$ cat config.mk
export PLATFORM = sky130hd
export DESIGN_NAME = i2c_target_regs
export DESIGN_NICKNAME = d
export VERILOG_FILES = /design/src/rtl/i2c_target_regs.sv
export SDC_FILE = /design/constraint.sdc
export NUM_CORES = 1
export LEC_CHECK = 0
export ABC_AREA = 0
export BUFFER_PORTS_ARGS = -buffer_cell sky130_fd_sc_hd__buf_2
export CAP_MARGIN = 30
export CELL_PAD_IN_SITES_DETAIL_PLACEMENT = 1
export CELL_PAD_IN_SITES_GLOBAL_PLACEMENT = 1
export CORE_MARGIN = 1.5
export CORE_UTILIZATION = 50
export CTS_CLUSTER_SIZE = 16
export DETAILED_ROUTE_END_ITERATION = 8
export PLACE_DENSITY = 0.8
export SYNTH_ARGS = -nofsm -noshare
export SYNTH_HDL_FRONTEND = slang
export SYNTH_SLANG_ARGS = --single-unit
$ cat constraint.sdc
create_clock -name clk -period 3 [get_ports clk]
set_clock_uncertainty 0.05 [all_clocks]
set_input_delay 0.6 -clock clk [delete_from_list [all_inputs] [get_ports clk]]
set_output_delay 0.6 -clock clk [all_outputs]
set_load 0.02 [all_outputs]
$ cat src/rtl/i2c_target_regs.sv
// i2c_target_regs: oversampled I2C target with a pointer-addressed byte register file.
module i2c_target_regs #(
  parameter logic [6:0] ADDR = 7'h50,
  parameter int DEPTH = 16,
  parameter int PW = $clog2(DEPTH)
) (
  input  logic          clk,
  input  logic          resetn,
  input  logic          scl_i,
  input  logic          sda_i,
  output logic          sda_oe,
  output logic          rx_valid,
  output logic [PW-1:0] rx_idx,
  output logic [7:0]    rx_data,
  input  logic [PW-1:0] reg_addr,
  output logic [7:0]    reg_rdata,
  output logic          busy
);
  typedef enum logic [3:0] {
    S_IDLE, S_ADDR, S_ADDR_ACK, S_PTR, S_PTR_ACK,
    S_WDATA, S_WDATA_ACK, S_RDATA, S_RDATA_ACK, S_WAIT
  } state_t;
  state_t state, state_d;
  logic [2:0] scl_q, sda_q;
  logic [3:0] cnt;
  logic [7:0] sr, tx;
  logic [PW-1:0] ptr;
  logic [7:0] regs [DEPTH];
  logic start, stop, rise, fall, sda, byte_done, match;
  logic shift_in, load_rd, commit, rd_done, sda_oe_d, busy_d;
  // [1] is the synchronized level, [2] the history flop used for edge detect
  assign start = scl_q[1] & scl_q[2] & sda_q[2] & ~sda_q[1];
  assign stop = scl_q[1] & scl_q[2] & ~sda_q[2] & sda_q[1];
  assign rise = scl_q[1] & ~scl_q[2];
  assign fall = ~scl_q[1] & scl_q[2];
  assign sda = sda_q[1];
  assign byte_done = fall && cnt == 4'd8;
  assign match = sr[7:1] == ADDR;
  assign shift_in = rise && (state == S_ADDR || state == S_PTR || state == S_WDATA);
  assign load_rd = fall && ((state == S_ADDR_ACK && sr[0]) || state == S_RDATA_ACK);
  assign commit = byte_done && state == S_WDATA;
  assign rd_done = byte_done && state == S_RDATA;
  assign reg_rdata = regs[reg_addr];

  always_ff @(posedge clk)
    if (!resetn) state <= S_IDLE;
    else state <= state_d;

  always_comb begin
    state_d = state;
    if (start) state_d = S_ADDR;
    else if (stop) state_d = S_IDLE;
    else
      case (state)
        S_ADDR:                 if (byte_done) state_d = match ? S_ADDR_ACK : S_WAIT;
        S_ADDR_ACK:             if (fall) state_d = sr[0] ? S_RDATA : S_PTR;
        S_PTR:                  if (byte_done) state_d = S_PTR_ACK;
        S_PTR_ACK, S_WDATA_ACK: if (fall) state_d = S_WDATA;
        S_WDATA:                if (byte_done) state_d = S_WDATA_ACK;
        S_RDATA:                if (byte_done) state_d = S_RDATA_ACK;
        S_RDATA_ACK:            state_d = (rise && sda) ? S_WAIT : fall ? S_RDATA : state;
        default: ;
      endcase
  end

  // SDA only moves on SCL fall; bus conditions always release it
  always_comb begin
    sda_oe_d = sda_oe;
    busy_d = busy;
    if (start || stop) begin
      sda_oe_d = 1'b0;
      busy_d = busy & start;
    end else if (fall)
      case (state)
        S_ADDR: if (byte_done) begin
          sda_oe_d = match;
          busy_d = match;
        end
        S_PTR, S_WDATA:          if (byte_done) sda_oe_d = 1'b1;
        S_RDATA:                 sda_oe_d = !byte_done && !tx[7];
        S_ADDR_ACK, S_RDATA_ACK: sda_oe_d = load_rd && !regs[ptr][7];
        default:                 sda_oe_d = 1'b0;
      endcase
  end

  always_ff @(posedge clk)
    if (!resetn) begin
      scl_q <= '0;
      sda_q <= '0;
      cnt <= '0;
      sr <= '0;
      tx <= '0;
      ptr <= '0;
      regs <= '{default: '0};
      sda_oe <= 1'b0;
      busy <= 1'b0;
      rx_valid <= 1'b0;
      rx_idx <= '0;
      rx_data <= '0;
    end else begin
      scl_q <= {scl_q[1:0], scl_i};
      sda_q <= {sda_q[1:0], sda_i};
      sda_oe <= sda_oe_d;
      busy <= busy_d;
      rx_valid <= commit;
      if (start || (fall && state_d != state)) cnt <= load_rd ? 4'd1 : 4'd0;
      else if (shift_in || (fall && state == S_RDATA)) cnt <= cnt + 4'd1;
      if (shift_in) sr <= {sr[6:0], sda};
      if (load_rd) tx <= {regs[ptr][6:0], 1'b1};
      else if (fall && state == S_RDATA) tx <= {tx[6:0], 1'b1};
      if (byte_done && state == S_PTR) ptr <= sr[PW-1:0];
      else if (commit || rd_done) ptr <= ptr + PW'(1);
      if (commit) begin
        regs[ptr] <= sr;
        rx_idx <= ptr;
        rx_data <= sr;
      end
    end
endmodule

==> key figures, run 1 <==
Clocking
  – Clock latency on the worst-skew pair: 440 ps
  – Total CTS buffers: 17
  – CTS tree: built
  – Buffers inserted by post-CTS timing repair: 0
  – Post-cts sizing count: 0
  – Hold-fix buffers, CTS: 0
  – CTS sink cnt: ~180
  – Clk slew on worst S/H paths: approximately 70 ps
  – H-tree levels: 4
  – Max Root-Sink Buffers: 2
  – Root buffer cell: clkbuf_16

Critical path
  – Crit Path Max Fanout: 25
  – Critical Path, Cell by Cell: buf_2 > buf_12 > mux4_2 > mux4_2 > buf_2
  – Slowest-stage cell, CP: mux4_2
  – CP Launch Point: reg_addr[0]
  – R2r endpoint: regs[34]
  – Critical path's largest stage delay: 540 ps
  – Worst r2r src: cnt[0]
  – Worst Setup Start Kind: primary input
  – CP Data Arrival Time: 2190 ps
  – Critical setup path kind: in -> out
  – CP endpoint kind: primary output
  – CP endpoint: reg_rdata[3]
  – Worst path required time: 2350 ps
  – Worst r2r path cells: 9
  – Worst reg-to-reg setup slack: 470 ps

Routing
  – Iteration-0 DRC count of the detailed router: between 600 and 700
  – Routed vias: 6919
  – Avg Vias per Cell: roughly 6.4
  – Post-route ant nets: 0
  – Per-cell routed wire length: 25.3 um
  – TritonRoute pass-1 iters: 5
  – # DRC: 0
  – WL final: between 20 and 30 mm

Timing
  – Setup WS post-layout: 159 ps
  – Fmax: 0.352 GHz
  – RSZ-0062 raised after global routing: false
  – Final setup fails: 0
  – Max-Slew Margin vs Limit: 46.0%
  – Worst slew pin tran: slightly above 800 ps
  – Final Hold Fails: 0
  – Final worst path period share: between 90% and 100%
  – Slew Limit Fails: 0
  – Setup_tns: 0 ps
  – Final min period: about 2800 ps

Synthesis
  – Synth unique cells: 59
  – Compound-Gate Fraction of Synth Area: about 6.4%
  – Register area share after synthesis: 37.7%
  – Post-synth EDFFs: 0
  – Post-Syn Area: 0.00941 mm^2
  – Simple-Gate Fraction of Synth Area: between 10% and 20%
  – Dominant combinational cell family by area after synthesis: multiplexers
  – Ys Warns: 0
  – #FFs+latches synth: approximately 180
  – Post-synthesis instance total: roughly 840
  – Share of flip-flops with an asynchronous set or reset: 0%
  – Post-Syn Area per Cell: between 10 and 15 um^2
  – Most used DFF post-synth: dfxtp_1
  – Mapped Nets: 852
  – Adder-cell share of the synthesized area: 0.798%
  – Post-synthesis xor/xnor area fraction: 0.465%
  – Multiplexer share of the synthesized area: approximately a third

Cells and area
  – Inserted Diodes: 0
  – Non-Filler Instances: between 1000 and 1500
  – Sequential Area: around 0.0035 mm^2
  – Layout fillers: about 1900
  – Fraction of layout cells with a size suffix above 1: 22.7%
  – Area growth, synth to finish: 10.8%
  – Nets: approximately 860
  – Area of the multi-input gates: around 0.0055 mm^2

Pwr
  – Power density over the cells: ~480 mW/mm^2
  – VDD IR max: 0.435 mV
  – Lkg Pwr: 4.16 nW

GRT
  – GRT overflow: 0
  – Vias in the first global route: around 7400
  – First-pass GRT wire length: approximately 43 mm
  – Global-route usage over all layers: 29.1%
  – Largest net degree at the start of global routing: 74
  – Initial antenna violation count: 0

Place
  – I/O Buffers: 30
  – DP HPWL: 17.9 mm
  – Placed cell count: 1055
  – GPL Wtd Cong: between 0.8 and 0.9
  – Placement Setup Slack: 152 ps

Floorplan
  – Top Ports: 31
  – Chip Width: 140 um
  – Initial core utilization: about half
  – Die span in y: ~140 um
  – Site Rows: 49
  – CORE AREA: ~0.018 mm^2
  – Die ar.: 0.0197 mm^2

Hold path
  – HP Class: in -> reg
  – Hold path startpoint: scl_i

Run
  – Max-cap violation count: 0

Run status
  – Outcome: completed
[placed cells by master (no fill, tap or decap), drive strengths merged, types with 10 or more instances in the layout]
cell / instances
mux4: 72
o21ai: 16
buf: 63
a22oi: 16
inv: 12
nand3: 20
a21oi: 29
nand2: 37
clkbuf: 19
dfxtp: 177
nor2b: 144
mux2i: 138
and2: 10
a21boi: 14
[cell usage after synthesis (2+ instances only)]
cell type  number  area (um^2)
nand2_1        37          139
a21boi_0       13         97.6
a21oi_1        28          140
buf_2          19         95.1
nand3_1         8         40.0
a221oi_1        2         17.5
inv_1           6         22.5
or3_1           2         12.5
buf_4           5         37.5
o21ai_0        13         65.1
nor2b_1       144          901
xor2_1          4         35.0
nor4_1          5         31.3
nand3_2         6         60.1
o21ai_1         3         15.0
mux2_2          3         33.8
ha_1            6         75.1
mux2i_1       138         1380
nor4b_4         2         47.6
nand2b_1        4         25.0
a211oi_1        2         15.0
and3_1          8         50.1
a22oi_1        16          120
nor3_1          6         30.0
buf_1           4         15.0
a31oi_1         2         12.5
mux4_2         72         1620
nand3_4         6          105
nand2b_4        2         27.5
a21o_1          2         15.0
and2_1         10         62.6
nand4b_1        2         17.5
and3b_1         2         17.5
dfxtp_1       177         3540
nor2_1          8         30.0
or2_2           2         12.5
buf_6           6         67.6
clkbuf_1       41          154
o21a_1          2         15.0
[cell type report]
| class | count | share of cell area (%) |
|---|---|---|
| flip-flops and latches | 177 | 34.0 |
| multi-input cells | 580 | 52.5 |
| repair buffers | 63 | 4.44 |
| clock inverters | 13 | 1.88 |
| well taps | 229 | 2.75 |
| inverters | 6 | 0.216 |
| clock buffers | 19 | 4.15 |
[per-layer routing]
layer  global-route usage, %  up-vias  share of wire, %
li1                        -     3044                 -
met1                    35.5     3547                41
met2                    48.8      245                49
met3                    6.74       83               6.1
met4                    13.6        0               3.9
met5                       0        -                 0
[report_power, final]
group	internal (mW)	leakage (nW)	switching, mW
sequential	2.36	1.43	0.0110
clock	1.41	0.300	1.03
combinational	0.0868	2.44	0.0984
[stage by stage]
| step | hold slack, ps | instance area, um^2 | util, % | total power [mW] |
|---|---|---|---|---|
| detailed placement | 389 | 9790 | 53.8 | 2.61 |
| CTS | 317 | 10400 | 57.2 | 5.01 |
| finish | 324 | 10400 | 57.2 | 4.99 |
| global placement | 378 | 9790 | 53.8 | 2.60 |
| global route | 341 | 10400 | 57.2 | 5.11 |
| floorplan | 362 | 9410 | - | 2.56 |
[worst min-delay path by stage]
stage / endpoint / cells past startpoint
after global routing: sda_q[0] / 2
after detailed placement: sda_q[1] / 1
after global placement: scl_q[1] / 1
after CTS: sda_q[0] / 2
after floorplan: scl_q[1] / 1
final: scl_q[0] / 2
[cell families (layout without fill, tap and decap cells)]
kind of cell / after synthesis / after routing
multiplexers: 213 / 213
AO/OA/AOI/OAI: 93 / 93
AND/OR/NAND/NOR: 263 / 263
adder cells (fa/ha/maj): 6 / 6
flip-flops: 177 / 177
buffers and inverters: 81 / 101
XOR/XNOR: 5 / 5
[critical path: cells and delay by family]
kind,cells,cell delay [ps]
mux,2,1040
buf+inv,3,510
[flip-flops by register name (all words and copies together) (netlist names), 3 cells and up]
signal	count
ptr	4
scl_q	3
cnt	4
regs	128
state	4
tx	8
sda_q	3
sr	8
rx_idx	4
rx_data	8
(Power assumes the default switching activity.)
==> inputs of run 2 (changes only) <==
--- a/config.mk
+++ b/config.mk
@@ -5,16 +5,16 @@
 export SDC_FILE = /design/constraint.sdc
 export NUM_CORES = 1
 export LEC_CHECK = 0
-export ABC_AREA = 0
+export ABC_AREA = 1
 export BUFFER_PORTS_ARGS = -buffer_cell sky130_fd_sc_hd__buf_2
 export CAP_MARGIN = 30
 export CELL_PAD_IN_SITES_DETAIL_PLACEMENT = 1
 export CELL_PAD_IN_SITES_GLOBAL_PLACEMENT = 1
 export CORE_MARGIN = 1.5
-export CORE_UTILIZATION = 50
+export CORE_UTILIZATION = 45
 export CTS_CLUSTER_SIZE = 16
 export DETAILED_ROUTE_END_ITERATION = 8
-export PLACE_DENSITY = 0.8
+export PLACE_DENSITY = 0.81
 export SYNTH_ARGS = -nofsm -noshare
 export SYNTH_HDL_FRONTEND = slang
 export SYNTH_SLANG_ARGS = --single-unit
==> run 2 against run 1 <==
Effect of this change:
- combinational power rose to 3.7 times the previous value
- sequential cell count did not move
- total power rose by 9.4%
- worst hold slack got worse by 29 ps
- design area fell by 3.8%
- highest routed layer unchanged
==> key figures, run 2 <==
Run status
  – Outcome: completed

Critical path
  – Critical path's largest stage delay: around 380 ps
  – CP bufs+invs: 3
  – CP top delay family: buffers and inverters
  – Critical Path, Cell by Cell: buf_4 > buf_12 > a21oi_1 > o21ai_0 > o221ai_1 > o21ai_0 > buf_2
  – Crit Path Max Fanout: 49
  – CP Data Arrival Time: between 2000 and 2500 ps
  – Critical setup path kind: in -> out
  – Worst reg-to-reg setup slack: 250 ps
  – R2r endpoint: regs[115]
  – Most common cell on crit path: o21ai_0
  – Worst r2r path cells: 11
  – Worst path required time: between 2000 and 2500 ps
  – CP Launch Point: reg_addr[0]
  – CP endpoint: reg_rdata[3]
  – Slowest-stage cell, CP: buf_4
  – Worst Setup Start Kind: primary input
  – CP endpoint kind: primary output
  – Worst path depth: 7
  – Worst r2r src: cnt[0]

Synthesis
  – Ys Warns: 0
  – Post-synth EDFFs: 0
  – Synth top area share: approximately two fifths
  – Post-Syn Area per Cell: approximately 6.8 um^2
  – Post-Syn Area: 0.00907 mm^2
  – Most used DFF post-synth: dfxtp_1
  – Post-synthesis instance total: about 1300
  – Synth unique cells: 38
  – Mapped Nets: roughly 1400
  – Top cells by count, synth: o21ai_0 (296), a21oi_1 (281), dfxtp_1 (177)
  – Most common cell in the synthesized netlist: o21ai_0
  – Register area share after synthesis: approximately two fifths
  – #FFs+latches synth: 177
  – Share of flip-flops with an asynchronous set or reset: 0%
  – Largest area contributor in the netlist: dfxtp_1
  – Ranking of synthesized cells by area: dfxtp_1 (39%), o21ai_0 (16%), a21oi_1 (16%)

Timing
  – Fmax: 0.361 GHz
  – Worst slew pin tran: 843 ps
  – Final min period: around 2800 ps
  – Max-Slew Margin vs Limit: between 40% and 50%
  – Slew Limit Fails: 0
  – Final worst path period share: between 90 and 100%
  – Final Hold Fails: 0
  – Final setup fails: 0
  – RSZ-0062 raised after global routing: false
  – Setup_tns: 0 ps

Place
  – Area after DPL: about 0.0094 mm^2
  – DP HPWL: between 15 and 20 mm
  – GPL Wtd Cong: 0.828
  – I/O Buffers: 30

Pwr
  – Comb pwr share: approximately an eighth
  – Power density over the cells: ~540 mW/mm^2
  – Int Power: 3.96 mW
  – Switching Power: 1.50 mW
  – Overall power: approximately 5.5 mW
  – VDD IR max: around 0.38 mV
  – Clock Power Share: approximately 43%
  – Switching Share: approximately 27%
  – Register share of total power: about 44%
  – Lkg Pwr: ~3.8 nW

Clocking
  – Clk slew on worst S/H paths: 70 ps
  – Buffers inserted by post-CTS timing repair: 0
  – CTS sink cnt: around 180
  – Post-cts sizing count: 0
  – Clock latency on the worst-skew pair: between 400 and 500 ps
  – H-tree levels: 4
  – Total CTS buffers: 17
  – Max Root-Sink Buffers: 2
  – CTS tree: built
  – Hold-fix buffers, CTS: 0
  – Root buffer cell: clkbuf_16

Routing
  – # DRC: 0
  – Avg Vias per Cell: slightly below 6
  – Highest routing layer actually used: met4
  – Per-cell routed wire length: between 15 and 20 um
  – Routed vias: around 9200
  – M1 WL: between 10 and 15 mm
  – WL met3: approximately 1.8 mm
  – TritonRoute pass-1 iters: 5
  – Iteration-0 DRC count of the detailed router: 694
  – WL final: just over 30 mm
  – Post-route ant nets: 0
  – Met2 wire length: about 14 mm

GRT
  – GRT overflow: 0
  – Global-route usage over all layers: 29.8%
  – First-pass GRT wire length: ~50 mm
  – Vias in the first global route: approximately 9100
  – Largest net degree at the start of global routing: 162
  – Initial antenna violation count: 0

Cells and area
  – Max FFs per register: about 130
  – Commonest non-fill, non-tap cell in the layout: o21ai_0
  – Fin util: approximately half
  – Most frequent cells in the layout: o21ai_0 (296), a21oi_1 (281), dfxtp_1 (176)
  – Fin area: 0.0100 mm^2
  – Nets: about 1300
  – Inserted Diodes: 0
  – Area growth, synth to finish: 10.6%
  – Fraction of layout cells with a size suffix above 1: a little under a tenth
  – Layout fillers: 2593
  – Largest Register: regs

Run
  – Max-cap violation count: 0

Floorplan
  – Initial core utilization: between 40% and 50%
  – Die ar.: roughly 0.021 mm^2
  – Top Ports: 31
  – Site Rows: between 50 and 60
  – Chip Width: approximately 140 um
  – Die span in y: approximately 140 um
  – CORE AREA: about 0.020 mm^2

Hold path
  – HP Class: in -> reg
[run 2: changes by cell type in the layout (fill, tap and decap cells not counted), sizes merged, moves of 105 or more]
cell	delta
a21oi	+252
inv	+163
mux2i	-136
nand2	+105
nor2b	-144
o21ai	+281
[run 2: worst min path at each step]
stage                     startpoint  endpoint  slack (ps)  cells after the start
after floorplan             scl_q[0]  scl_q[1]         340                      2
after global placement      sda_q[0]  sda_q[1]         340                      2
after detailed placement    scl_q[0]  scl_q[1]         350                      2
after CTS                      scl_i  scl_q[0]         290                      3
after global routing           scl_i  scl_q[0]         300                      3
final                          scl_i  scl_q[0]         290                      3
[run 2: logic make-up after synthesis]
family,after synthesis,share of synthesized area [%]
buffers and inverters,279,12.0
muxes,2,0.221
xor gates and xnor gates,5,0.483
and+or+nand+nor,260,12.3
adders and majority gates,6,0.828
DFF,177,39.1
AOI/OAI and AO/OA,612,35.0
[run 2: per-layer routing]
| layer | global-route usage, % | vias to the layer above |
|---|---|---|
| met3 | 4.47 | 46 |
| met1 | 40.2 | 4421 |
| met4 | 10.6 | 0 |
| met2 | 48.4 | 272 |
| met5 | 0 | - |
| li1 | - | 4443 |
[run 2: area by class of cell]
class	count	area (um^2)	share of cell area (%)
multi-input combinational	885	4440	44.2
clock buffer	21	460	4.59
tap	265	332	3.31
clock inverter	11	154	1.53
timing repair buffer	59	435	4.34
inverter	176	668	6.66
sequential	177	3540	35.3
[run 2: through the flow]
step | cells | setup slack [ps] | hold slack [ps]
floorplan | 1341 | 404 | 340
global placement | 1562 | 260 | 344
detailed placement | 1562 | 247 | 354
CTS | 1594 | 205 | 288
global route | 1594 | 25.0 | 295
finish | 1594 | 230 | 295
[run 2: power groups by stage]
| stage | combinational [mW] | sequential (mW) | clock (mW) |
|---|---|---|---|
| final | 0.692 | 2.41 | 2.35 |
| after global routing | 0.787 | 2.42 | 2.46 |
| after CTS | 0.692 | 2.41 | 2.39 |
| after detailed placement | 0.688 | 2.47 | 0 |
| after global placement | 0.669 | 2.47 | 0 |
| after floorplan | 0.525 | 2.46 | 0 |
[run 2: tightest hold or removal path: cells and delay by family]
kind / cells / cell delay [ps]
buffers and inverters: 2 / 110
AND/OR/NAND/NOR: 1 / 40
==> inputs of run 3 (changes only) <==
--- a/config.mk
+++ b/config.mk
@@ -11,10 +11,10 @@
 export CELL_PAD_IN_SITES_DETAIL_PLACEMENT = 1
 export CELL_PAD_IN_SITES_GLOBAL_PLACEMENT = 1
 export CORE_MARGIN = 1.5
-export CORE_UTILIZATION = 45
+export CORE_UTILIZATION = 49
 export CTS_CLUSTER_SIZE = 16
 export DETAILED_ROUTE_END_ITERATION = 8
-export PLACE_DENSITY = 0.81
+export PLACE_DENSITY = 0.87
 export SYNTH_ARGS = -nofsm -noshare
 export SYNTH_HDL_FRONTEND = slang
 export SYNTH_SLANG_ARGS = --single-unit
==> constraint.sdc (replaced) <==
create_clock -name clk -period 3.6 [get_ports clk]
set_clock_uncertainty 0.05 [all_clocks]
set_input_delay 0.72 -clock clk [delete_from_list [all_inputs] [get_ports clk]]
set_output_delay 0.72 -clock clk [all_outputs]
set_load 0.02 [all_outputs]
==> run 3 against run 2 <==
Effect of this change:
- non-clock buffer count down 15
- sequential share of layout area up 0.79 points
- global-route usage up 3.1 points
- die area down 8.0%
- design area down 2.2%
- combinational power down 16%
- critical path depth unchanged
- final cell count down 3.2%
- critical path type unchanged
==> key figures, run 3 (synthesized netlist as in run 2, its figures left out) <==
Run status
  – Outcome: completed

Cells and area
  – Max FFs per register: approximately 130
  – Area of the multi-input gates: roughly 0.0044 mm^2
  – Fin area: 0.00981 mm^2
  – Inserted Diodes: 0
  – Largest Register: regs
  – Area growth, synth to finish: 8.21%
  – Nets: between 1000 and 1500
  – Commonest non-fill, non-tap cell in the layout: o21ai_0
  – Sequential Area: ~0.0035 mm^2
  – Most frequent cells in the layout: o21ai_0 (296), a21oi_1 (281), dfxtp_1 (176)
  – Fraction of layout cells with a size suffix above 1: under 10%
  – Layout fillers: around 2400

Critical path
  – CP endpoint kind: primary output
  – CP Launch Point: reg_addr[0]
  – Worst Setup Start Kind: primary input
  – R2r endpoint: regs[112]
  – CP Data Arrival Time: 2360 ps
  – Worst r2r src: cnt[0]
  – Worst reg-to-reg setup slack: roughly 820 ps
  – Worst r2r path cells: 11
  – Worst path required time: between 2000 and 3000 ps
  – Critical setup path kind: in -> out
  – Crit Path Max Fanout: between 50 and 60
  – CP endpoint: reg_rdata[2]

Clocking
  – CTS sink cnt: ~180
  – Buffers inserted by post-CTS timing repair: 0
  – Clock latency on the worst-skew pair: 440 ps
  – Max Root-Sink Buffers: 2
  – Root buffer cell: clkbuf_16
  – Clk slew on worst S/H paths: approximately 70 ps
  – H-tree levels: 4
  – CTS tree: built
  – Post-cts sizing count: 0
  – Total CTS buffers: 17
  – Hold-fix buffers, CTS: 0

Routing
  – Per-cell routed wire length: 20.4 um
  – TritonRoute pass-1 iters: 5
  – Iteration-0 DRC count of the detailed router: slightly below 800
  – Routed vias: about 9300
  – # DRC: 0
  – Avg Vias per Cell: ~6
  – WL final: ~31 mm
  – Post-route ant nets: 0

Timing
  – Worst slew pin tran: approximately 950 ps
  – Final min period: roughly 3100 ps
  – Setup_tns: 0 ps
  – Final Hold Fails: 0
  – Final setup fails: 0
  – Final worst path period share: between 80% and 90%
  – Max-Slew Margin vs Limit: 36.8%
  – Slew Limit Fails: 0
  – Fmax: 0.320 GHz
  – RSZ-0062 raised after global routing: false

Floorplan
  – Initial core utilization: between 50 and 60%
  – Die ar.: 0.0193 mm^2
  – Die span in y: 139 um
  – Site Rows: a little under 50
  – Top Ports: 31
  – CORE AREA: between 0.015 and 0.02 mm^2
  – Chip Width: between 100 and 150 um

GRT
  – Global-route usage over all layers: ~33%
  – Largest net degree at the start of global routing: around 160
  – GRT overflow: 0
  – Initial antenna violation count: 0
  – Vias in the first global route: 9320
  – First-pass GRT wire length: around 50 mm

Hold path
  – Hold depth: 2
  – HP Class: reg -> reg

Run
  – Max-cap violation count: 0

Place
  – Area after DPL: a little over 0.009 mm^2
  – DP HPWL: 20.4 mm
  – GPL Wtd Cong: approximately 0.87
  – I/O Buffers: 30

Pwr
  – VDD IR max: approximately 0.35 mV
  – Lkg Pwr: approximately 3.7 nW
  – Power density over the cells: roughly 450 mW/mm^2
==> run 3: changes by cell type in the layout (fill, tap and decap cells not counted) <==
cell	before	now
buf_4	26	12
inv_6	2	5
bufinv_16	3	1
clkinvlp_4	2	4
buf_12	5	4
clkbuf_8	2	1
clkinv_2	1	0
clkinv_4	4	3
nand2_1	135	136
nand2_2	4	3
==> run 3: worst max-delay path, cell delays in order <==
cell	delay, ps
buf_4	360
buf_12	270
a21oi_1	100
o21ai_0	380
o221ai_1	200
nand2_1	130
buf_2	170
==> run 3: area by class of cell <==
class	instances	area share [%]
clock inverter	12	1.24
clock buffer	20	4.55
inverter	176	6.81
timing repair buffer	44	3.16
multi-input combinational	885	45.2
tap	229	2.92
sequential	177	36.1
==> run 3: worst min-delay path by stage <==
stage,from,endpoint
finish,sda_q[0],sda_q[1]
global route,scl_q[0],scl_q[1]
detailed placement,scl_q[0],scl_q[1]
CTS,scl_q[0],scl_q[1]
global placement,sda_q[0],sda_q[1]
floorplan,scl_q[0],scl_q[1]
==> run 3: metal layers <==
| layer | GRT usage (%) | up-vias | part of all wire [%] |
|---|---|---|---|
| met1 | 42.0 | 4464 | 43 |
| met4 | 14.1 | 0 | 2.9 |
| li1 | - | 4424 | - |
| met5 | 0 | - | 0 |
| met2 | 54.2 | 329 | 47 |
| met3 | 6.77 | 80 | 6.7 |
==> run 3: per-stage QoR <==
stage	instances	hold slack, ps	utilization [%]	total power [mW]	setup slack (ps)
floorplan	1341	340	-	2.48	764
global placement	1511	343	51.3	2.60	566
detailed placement	1511	358	51.3	2.63	568
CTS	1543	372	54.4	4.46	543
global route	1543	389	54.4	4.61	353
finish	1543	373	54.4	4.45	475
==> run 3: report_power, final <==
group	total (mW)	switching [mW]	internal, mW
sequential	2.01	0.0355	1.98
combinational	0.579	0.399	0.179
clock	1.85	0.869	0.985
total	4.45	1.30	3.14
